<file path="src/rtl/mode3_fetch_scheduler_pkg.sv">
// Shared PPU Mode-3 types: scheduler states, BG fetcher state encodings
// (also used by the BG fetcher) and the VRAM port owner.
package mode3_fetch_scheduler_pkg;

   typedef enum logic [2:0] {
      S_IDLE      = 3'd0,
      S_BG        = 3'd1,
      S_SPR_WAIT  = 3'd2,
      S_SPR_FETCH = 3'd3,
      S_WIN_FLUSH = 3'd4
   } sched_state_t;

   localparam logic [2:0] FSTATE_GET_TILE = 3'd0;
   localparam logic [2:0] FSTATE_GET_LOW  = 3'd1;
   localparam logic [2:0] FSTATE_GET_HIGH = 3'd2;
   localparam logic [2:0] FSTATE_SLEEP    = 3'd3;
   localparam logic [2:0] FSTATE_PUSH     = 3'd4;

   typedef enum logic {
      OWNER_BG  = 1'b0,
      OWNER_SPR = 1'b1
   } vram_owner_t;

endpackage

</file>
<file path="src/rtl/ppu_vram_port_mux.sv">
// Single VRAM read port mux. Zero-latency select between the BG and the
// sprite fetcher; the non-owner's request is simply dropped.
// Ports:
//   en_i            - scheduler active this dot (else request/address forced to 0)
//   owner_i         - which fetcher owns the port
//   bg_req_i/addr_i, spr_req_i/addr_i - fetcher requests
//   req_o/addr_o    - muxed request to VRAM
module ppu_vram_port_mux
   import mode3_fetch_scheduler_pkg::*;
(
   input  logic        en_i,
   input  vram_owner_t owner_i,
   input  logic        bg_req_i,
   input  logic [15:0] bg_addr_i,
   input  logic        spr_req_i,
   input  logic [15:0] spr_addr_i,
   output logic        req_o,
   output logic [15:0] addr_o
);

   always_comb begin
      req_o  = 1'b0;
      addr_o = 16'h0000;
      if (en_i) begin
         if (owner_i == OWNER_SPR) begin
            req_o  = spr_req_i;
            addr_o = spr_addr_i;
         end else begin
            req_o  = bg_req_i;
            addr_o = bg_addr_i;
         end
      end
   end

endmodule

</file>
<file path="src/rtl/mode3_fetch_scheduler.sv">
// PPU Mode-3 fetch scheduler. Each dot decides whether the BG/window fetcher
// or the sprite fetcher owns the VRAM read port and whether the pixel shifter
// may advance. Sprite hits pause BG fetch and shifting; a window trigger
// flushes the BG fetcher.
// Ports:
//   clk_i, reset_i (synchronous, active high)
//   dot_en_i, window_trigger_i, spr_hit_i, spr_hit_idx_i  - per-dot events
//   bg_fetch_state_i, bg_fifo_empty_i                       - BG fetcher status
//   bg_vram_req_i/addr_i, spr_vram_req_i/addr_i             - fetcher requests
//   spr_fetch_done_i                                        - sprite fetch complete
//   bg_fetch_en_o, bg_flush_o, spr_fetch_start_o, spr_fetch_idx_o, shift_en_o
//   vram_read_req_o, vram_addr_o, owner_spr_o
// Optional (macro PPU_SCHED_STATS_EN): mode3_stall_dots_o, spr_fetched_o.
module mode3_fetch_scheduler
   import mode3_fetch_scheduler_pkg::*;
#(
   parameter int unsigned SPR_FETCH_DOTS   = 6,
   parameter int unsigned WIN_FLUSH_DOTS   = 1,
   parameter int unsigned MAX_SPR_PER_LINE = 10
) (
   input  logic        clk_i,
   input  logic        reset_i,
   input  logic        dot_en_i,
   input  logic        window_trigger_i,
   input  logic        spr_hit_i,
   input  logic [3:0]  spr_hit_idx_i,
   input  logic [2:0]  bg_fetch_state_i,
   input  logic        bg_fifo_empty_i,
   input  logic        bg_vram_req_i,
   input  logic [15:0] bg_vram_addr_i,
   input  logic        spr_vram_req_i,
   input  logic [15:0] spr_vram_addr_i,
   input  logic        spr_fetch_done_i,
   output logic        bg_fetch_en_o,
   output logic        bg_flush_o,
   output logic        spr_fetch_start_o,
   output logic [3:0]  spr_fetch_idx_o,
   output logic        shift_en_o,
   output logic        vram_read_req_o,
   output logic [15:0] vram_addr_o,
   output logic        owner_spr_o
`ifdef PPU_SCHED_STATS_EN
   ,
   output logic [8:0]  mode3_stall_dots_o,
   output logic [3:0]  spr_fetched_o
`endif
);

   localparam int unsigned CntMax = (SPR_FETCH_DOTS > WIN_FLUSH_DOTS) ?
                                    SPR_FETCH_DOTS : WIN_FLUSH_DOTS;
   localparam int unsigned CntW   = (CntMax > 1) ? $clog2(CntMax) : 1;
   localparam logic [CntW-1:0] SprLast = CntW'(SPR_FETCH_DOTS - 1);
   localparam logic [CntW-1:0] WinLast = CntW'(WIN_FLUSH_DOTS - 1);
   localparam logic [3:0]      MaxSpr  = 4'(MAX_SPR_PER_LINE);

   sched_state_t    state_q, state_d;
   logic [CntW-1:0] dot_cnt_q, dot_cnt_d;
   logic [3:0]      spr_cnt_q, spr_cnt_d;
   logic [3:0]      idx_q, idx_d;
   logic            pend_q, pend_d;
   logic            start_q, start_d;
   logic            hit_ok;
   logic            active;
   vram_owner_t     owner;

   // Hits past the per-line cap are invisible to the scheduler.
   assign hit_ok = spr_hit_i && (spr_cnt_q < MaxSpr);
   assign active = dot_en_i && (state_q != S_IDLE);

   always_comb begin
      state_d       = state_q;
      dot_cnt_d     = dot_cnt_q;
      spr_cnt_d     = spr_cnt_q;
      idx_d         = idx_q;
      pend_d        = pend_q;
      start_d       = 1'b0;
      bg_fetch_en_o = 1'b0;
      bg_flush_o    = 1'b0;
      shift_en_o    = 1'b0;
      owner         = OWNER_BG;
      if (!dot_en_i) begin
         // Leaving Mode 3 abandons any in-flight fetch or pending flush.
         state_d   = S_IDLE;
         pend_d    = 1'b0;
         dot_cnt_d = '0;
      end else begin
         unique case (state_q)
            S_IDLE: begin
               state_d   = S_BG;
               spr_cnt_d = 4'd0;
            end
            S_BG: begin
               bg_fetch_en_o = 1'b1;
               shift_en_o    = !bg_fifo_empty_i && !hit_ok;
               // Window start outranks a coincident hit; the hit is seen again after.
               if (window_trigger_i || pend_q) begin
                  state_d   = S_WIN_FLUSH;
                  pend_d    = 1'b0;
                  dot_cnt_d = '0;
               end else if (hit_ok) begin
                  state_d = S_SPR_WAIT;
                  idx_d   = spr_hit_idx_i;
               end
            end
            S_SPR_WAIT: begin
               bg_fetch_en_o = 1'b1;
               if (window_trigger_i) pend_d = 1'b1;
               // Let the BG fetcher finish its tile before stealing the port.
               if (bg_fetch_state_i == FSTATE_PUSH && !bg_fifo_empty_i) begin
                  state_d   = S_SPR_FETCH;
                  dot_cnt_d = '0;
                  start_d   = 1'b1;
               end
            end
            S_SPR_FETCH: begin
               owner = OWNER_SPR;
               if (window_trigger_i) pend_d = 1'b1;
               if (spr_fetch_done_i || dot_cnt_q == SprLast) begin
                  state_d   = S_BG;
                  spr_cnt_d = spr_cnt_q + 4'd1;
                  dot_cnt_d = '0;
               end else begin
                  dot_cnt_d = dot_cnt_q + 1'b1;
               end
            end
            S_WIN_FLUSH: begin
               bg_flush_o = 1'b1;
               if (dot_cnt_q == WinLast) begin
                  state_d   = S_BG;
                  dot_cnt_d = '0;
               end else begin
                  dot_cnt_d = dot_cnt_q + 1'b1;
               end
            end
            default: state_d = S_IDLE;
         endcase
      end
   end

   always_ff @(posedge clk_i) begin
      if (reset_i) begin
         state_q   <= S_IDLE;
         dot_cnt_q <= '0;
         spr_cnt_q <= 4'd0;
         idx_q     <= 4'd0;
         pend_q    <= 1'b0;
         start_q   <= 1'b0;
      end else begin
         state_q   <= state_d;
         dot_cnt_q <= dot_cnt_d;
         spr_cnt_q <= spr_cnt_d;
         idx_q     <= idx_d;
         pend_q    <= pend_d;
         start_q   <= start_d;
      end
   end

   // Start pulse lands in the first sprite-fetch dot, with the latched slot.
   assign spr_fetch_start_o = start_q && dot_en_i;
   assign spr_fetch_idx_o   = spr_fetch_start_o ? idx_q : 4'd0;
   assign owner_spr_o       = (owner == OWNER_SPR);

   ppu_vram_port_mux u_vram_mux (
      .en_i       (active),
      .owner_i    (owner),
      .bg_req_i   (bg_vram_req_i),
      .bg_addr_i  (bg_vram_addr_i),
      .spr_req_i  (spr_vram_req_i),
      .spr_addr_i (spr_vram_addr_i),
      .req_o      (vram_read_req_o),
      .addr_o     (vram_addr_o)
   );

`ifdef PPU_SCHED_STATS_EN
   logic [8:0] stall_q, stall_d;

   always_comb begin
      stall_d = stall_q;
      if (state_q == S_IDLE && state_d == S_BG) begin
         stall_d = 9'd0;
      end else if (dot_en_i && (state_q inside {S_SPR_WAIT, S_SPR_FETCH, S_WIN_FLUSH})
                   && stall_q != 9'h1FF) begin
         stall_d = stall_q + 9'd1;
      end
   end

   always_ff @(posedge clk_i) begin
      if (reset_i) stall_q <= 9'd0;
      else         stall_q <= stall_d;
   end

   assign mode3_stall_dots_o = stall_q;
   assign spr_fetched_o      = spr_cnt_q;
`endif

endmodule

</file>
<file path="config.mk">
export PLATFORM = sky130hd
export DESIGN_NAME = mode3_fetch_scheduler
export DESIGN_NICKNAME = d
export VERILOG_FILES = /design/src/rtl/mode3_fetch_scheduler_pkg.sv /design/src/rtl/ppu_vram_port_mux.sv /design/src/rtl/mode3_fetch_scheduler.sv
export SDC_FILE = /design/constraint.sdc
export NUM_CORES = 1
export LEC_CHECK = 0
export CORE_AREA = 3 3 60 62
export CTS_CLUSTER_SIZE = 25
export DETAILED_ROUTE_END_ITERATION = 16
export DIE_AREA = 0 0 63 65
export PLACE_DENSITY_LB_ADDON = 0.1
export RECOVER_POWER = 25
export SYNTH_ARGS = -nofsm -noshare
export SYNTH_HDL_FRONTEND = slang
export SYNTH_SLANG_ARGS = --single-unit
</file>
<file path="constraint.sdc">
create_clock -name clk_i -period 4.76 [get_ports clk_i]
set_clock_uncertainty 0.15 [all_clocks]
set_input_delay 1.19 -clock clk_i [delete_from_list [all_inputs] [get_ports clk_i]]
set_output_delay 1.19 -clock clk_i [all_outputs]
set_load 0.03 [all_outputs]
</file>
# Word-level counts from Yosys, hierarchy flattened
# Cells that the tools add are included.
# W data, S select, Z words.
# classes
addsub	2
mul	0
div	0
order_cmp	1
n_eq_ne	12
n_shift	0
mux	30
bitwise_logic	3
n_reduce_logical	24
# op_table
cell	count
$mux W16	2
$mux W3	9
$pmux W3 S5	1
$mux W1	13
$pmux W3 S4	1
$eq A3 B3 Y1 const B	3
$reduce_and A3 Y1	3
$mux W4	2
$ne A2 B2 Y1 const B	4
$pmux W4 S2	1
$reduce_and A4 Y1	2
$eq A3 B2 Y1 const B	2
$logic_not A3 Y1	2
$reduce_or A2 Y1	3
$logic_and A1 B1 Y1	5
$add A4 B1 Y4 const B	1
$lt A4 B4 Y1 const B	1
$reduce_bool A2 Y1	2
$reduce_bool A4 Y1	1
$add A3 B1 Y3 const B	1
$eq A3 B1 Y1 const B	1
$ne A3 B3 Y1 const B	1
$not A1 Y1	3
$reduce_bool A3 Y1	1
other kinds (5)	7
# word_totals
reg_bits	16
latch_bits	0
ramBits	0
romBits	0
inputBits	48
output_inout_bits	26
word_cells	78
n_memories	0

# Logic depth before layout (Yosys ltp)
# depth
word_depth	6
depth_mapped	6
ltp_nobuf	6

# Cells and area by module
# Synthesis repeated with hierarchy kept, for this count alone.
# unflattened
cells_unflattened	156
hier_area_um2	1283.7
# by_module_without_submodules
module	instances	cells_each	area_each_um2	seq_area_each_um2
mode3_fetch_scheduler	1	119	972.2	320.3
ppu_vram_port_mux	1	37	311.5	0.0

# Worst setup path before layout
# Ideal clock, no wire load.
# synth_path
kind	input to output
start	input dot_en_i
end	output shift_en_o
arrival_ns	2.401
required_ns	3.420
slack_ns	1.019
stages	3
n_path_buf	0
path_cell_list	nand2b_1 nor2_1 nor4b_1
# synth_via
elab_chain_cells	1
# synth_rtl
item	line_no	source
start, declared	mode3_fetch_scheduler.sv:23	input logic dot_en_i,
$mux W1	mode3_fetch_scheduler.sv:81	if (!dot_en_i) begin
end, declared	mode3_fetch_scheduler.sv:38	output logic shift_en_o,
# Every way passes these cells.

# Worst setup path after layout
# layout_path
start	input dot_en_i
end	output vram_addr_o[15]
# layout_via
elab_chain_cells	3
word_cells_on_any_way	4
classes_between	3 x mux; 1 x reduce/logical
# layout_rtl
item	line_no	source
$mux W1	mode3_fetch_scheduler.sv:81	
$mux W16	ppu_vram_port_mux.sv:25	if (owner_i == OWNER_SPR) begin
$mux W16 *	ppu_vram_port_mux.sv:24	if (en_i) begin
end, declared	mode3_fetch_scheduler.sv:40	output logic [15:0] vram_addr_o,
# Every way passes the cells marked *; elsewhere a longest branch is shown, timed or not.

==> qor.tcl <==
set qor(run_status) {finished clean}
set qor(power_leakage_nw) 0.701
set qor(final_antenna_net_count) 0
set qor(worst_setup_path_start_kind) {input port}
set qor(synth.largest_area_cell) {sky130_fd_sc_hd__dfxtp_1}
set qor(setup.worst_path.end) {vram_addr_o[15]}
set qor(setup_viol) 0
set qor(synth.yosys.warnings) 0
set qor(half_perimeter_wire_length_after_detailed_placement_mm) 3.44
set qor(synth_edf_count) 0
set qor(cts_post_setup_buffers_inserted) 0
set qor(power_switching_share_pct) 28.7
set qor(via_count) 1611
set qor(yosysUniqueCellTypes) 41
set qor(ys_seq_area_share_pct) 25.2
set qor(antenna_cells_inserted) 0
set qor(detail_route.drc_violations) 0
set qor(cts_inserted_buffers) 3
set qor(cts-root-buf) {sky130_fd_sc_hd__clkbuf_4}
set qor(reg2reg_to) {spr_cnt_q[2]}
set qor(first_global_vias) 1552
set qor(crit_path_max_fo) 19
set qor(slew_violations) 0
set qor(reg2reg_setup_slack_ns) 2.64
set qor(ctsLongestPathBuffers) 2
set qor(cts_sinks) 16
set qor(maxSlewHeadroom_pct) 21.9
set qor(postSynthRegisterBits) 16
set qor(p_clk_share_pct) 27.6
set qor(detail_route.wirelength_mm) 4.54
set qor(layout-drive-gt1-share_pct) 5.46
set qor(initial_antenna_violation_count) 0
set qor(syn2layout_area_growth_pct) 60.0
set qor(overflow) 0
set qor(synth_top_cell_area_share_pct) 25.2
set qor(postCtsResizedCells) 0
set qor(cts_tree) {built}
set qor(global_route_wire_length_before_repair_mm) 7.43
set qor(crit_path_frequent_cell) {sky130_fd_sc_hd__clkdlybuf4s50_1}
set qor(synth.cell_area_mm2) 0.00127
set qor(fp.dieH_um) 65
set qor(synthesis.nets) 226
set qor(clock_insertion_delay_worst_skew_ns) 0.29
set qor(start_util_pct) 41.3
set qor(detail_route.vias_per_cell) 5.71
set qor(critical_path.cell_chain) {clkdlybuf4s50_1 -> inv_1 -> o21ai_0 -> a21oi_1 -> clkdlybuf4s50_1}
set qor(die_width_um) 63
set qor(hold_violation_count_in_the_final_report) 0
set qor(setup_tns_ns) 0
set qor(all_layer_gr_usage_pct) 22.2
set qor(critical-path-max-stage-delay_ns) 0.70
set qor(length_in_cells_of_the_worst_reg_to_reg_path) 4
set qor(timing.critical_path.to_type) {primary output}
set qor(share_of_flip_flops_with_an_asynchronous_set_or_reset_pct) 0
set qor(critical_path.startpoint) {dot_en_i}
set qor(cts.clk_slew.worst_paths_ns) 0.10
set qor(synth_area_leaders) {sky130_fd_sc_hd__dfxtp_1 25%, sky130_fd_sc_hd__o21ai_0 14%, sky130_fd_sc_hd__a21oi_1 11%}
set qor(gp_congestion) 0.788
set qor(drt-initial-drc-count) 107
set qor(grt_setup_unrepaired) {no}
set qor(commonest_cells_after_routing_fill_and_taps_aside) {72 x sky130_fd_sc_hd__clkdlybuf4s50_1, 35 x sky130_fd_sc_hd__o21ai_0, 28 x sky130_fd_sc_hd__a21oi_1, 16 x sky130_fd_sc_hd__dfxtp_1, 9 x sky130_fd_sc_hd__nor2_1}
set qor(min_period_over_period_pct) 92.8
set qor(vdd.ir_drop.worst_v) 0.000139
set qor(io_buffers) 73
set qor(worstPathArrival_ns) 3.08
set qor(power_frac_comb_pct) 30.6
set qor(n_fill_cell) 277
set qor(core_region_area_mm2) 0.00308
set qor(worstMarginPinSlew_ns) 1.16
set qor(cts_htree_levels) 1
set qor(holdBufCountCts) 0
set qor(achievable-frequency_mhz) 226
set qor(portion_of_total_power_attributed_to_sequential_cells_pct) 41.8
set qor(floorplan.io_pins) 74
set qor(grt_start_max_net_pins) 25
set qor(period_needed_ns) 4.42
set qor(final.setup.worst_slack_ns) 0.341
set qor(power_density_mw_per_mm2) 163
set qor(layout.cells.most_common) {sky130_fd_sc_hd__clkdlybuf4s50_1}
set qor(design.die.area_mm2) 0.00410
set qor(timing.hold.worst.start) {idx_q[1]}
set qor(top_reg_cell_synth) {sky130_fd_sc_hd__dfxtp_1}
set qor(internal_power_contribution_mw) 0.236
set qor(timing.critical_path.slowest_stage_cell) {sky130_fd_sc_hd__clkdlybuf4s50_1}
set qor(cp_data_required_time_ns) 3.42
set qor(row_count) 20
set qor(worst_setup_path_category) {input port to primary output}
set qor(rr_startpoint) {state_q[2]}
set qor(pre_cts_ws_ns) 0.329
set qor(maxCapViolCount) 0
set qor(firstDrtPassIters) 4
set qor(p_sw_mw) 0.0951
set qor(average_size_of_a_mapped_cell_um2) 7.30
set qor(wire_per_inst_um) 16.1
set qor(final_layout_net_count) 291
set qor(synth_cells) 174
set qor(worst_hold_path_type) {register to register}
routing by layer:
| layer | vias to the layer above | track usage [%] | share of wire, % |
|---|---|---|---|
| li1 | 771 | - | - |
| met1 | 774 | 26.3 | 39 |
| met2 | 63 | 40.3 | 54 |
| met3 | 3 | 5.03 | 6.5 |
| met4 | 0 | 5.51 | 0.42 |
| met5 | - | 0 | 0 |
worst min path at each step:
stage	endpoint	slack, ns	cells past startpoint
2_1_floorplan	idx_q[0]	0.30	2
3_3_place_gp	idx_q[1]	0.31	2
3_5_place_dp	idx_q[1]	0.33	2
4_1_cts	idx_q[1]	0.34	2
5_1_grt	idx_q[2]	0.37	2
6_report	idx_q[1]	0.34	2
through the flow:
stage                     std cells  cell area, um^2  hold slack [ns]  power [mW]  utilization [%]
after floorplan                 174             1270            0.299       0.185                -
after global placement          278             2000            0.312       0.241             65.1
after detailed placement        278             2000            0.327       0.243             65.1
after CTS                       282             2040            0.340       0.333             66.3
after global routing            282             2030            0.374       0.348             66.0
final                           282             2030            0.339       0.331             66.0
power groups by stage:
stage / logic [mW] / clock network [mW] / registers (mW)
after floorplan: 0.0465 / 0 / 0.139
after global placement: 0.0995 / 0 / 0.141
after detailed placement: 0.101 / 0 / 0.141
after CTS: 0.102 / 0.0927 / 0.138
after global routing: 0.109 / 0.100 / 0.139
final: 0.101 / 0.0915 / 0.138
cell type report:
cell class	count	area (um^2)	share of cell area, %
flip-flops and latches	16	320	15.8
repair buffers	75	742	36.5
clock buffers	4	36.3	1.79
well taps	44	55.1	2.71
inverters	5	18.8	0.924
multi-input cells	138	860	42.3
cell families (layout without fill, tap and decap cells):
family / Yosys count / in the layout / share of synthesized area (%)
and+or+nand+nor: 44 / 44 / 20.9
adders and majority gates: 4 / 4 / 3.94
muxes: 1 / 1 / 0.788
xor gates and xnor gates: 2 / 2 / 1.38
DFF: 16 / 16 / 25.2
AOI/OAI and AO/OA: 87 / 87 / 41.1
buffers and inverters: 20 / 84 / 6.70
cells in the mapped netlist (all sizes together), types with 2 or more instances:
master and instances:
and2 4, and3 4, dfxtp 16, nand2 2
nor2 9, o21ai 43, clkbuf 9, a221oi 3
a211oi 3, nor3 2, ha 4, buf 6
nor4b 3, nor2b 3, nor3b 2, nand3 2
a21oi 28, nand2b 6, inv 5, nand4 5
registers in the layout, summed over array words and instances (netlist names):
| name | count |
|---|---|
| dot_cnt_q | 3 |
| idx_q | 4 |
| pend_q | 1 |
| spr_cnt_q | 4 |
| start_q | 1 |
| state_q | 3 |
critical path: cells and delay by family:
family	cells	cell delay [ns]
buffers and inverters	3	1.52
AOI/OAI and AO/OA	2	0.38
(Power assumes the default switching activity.)
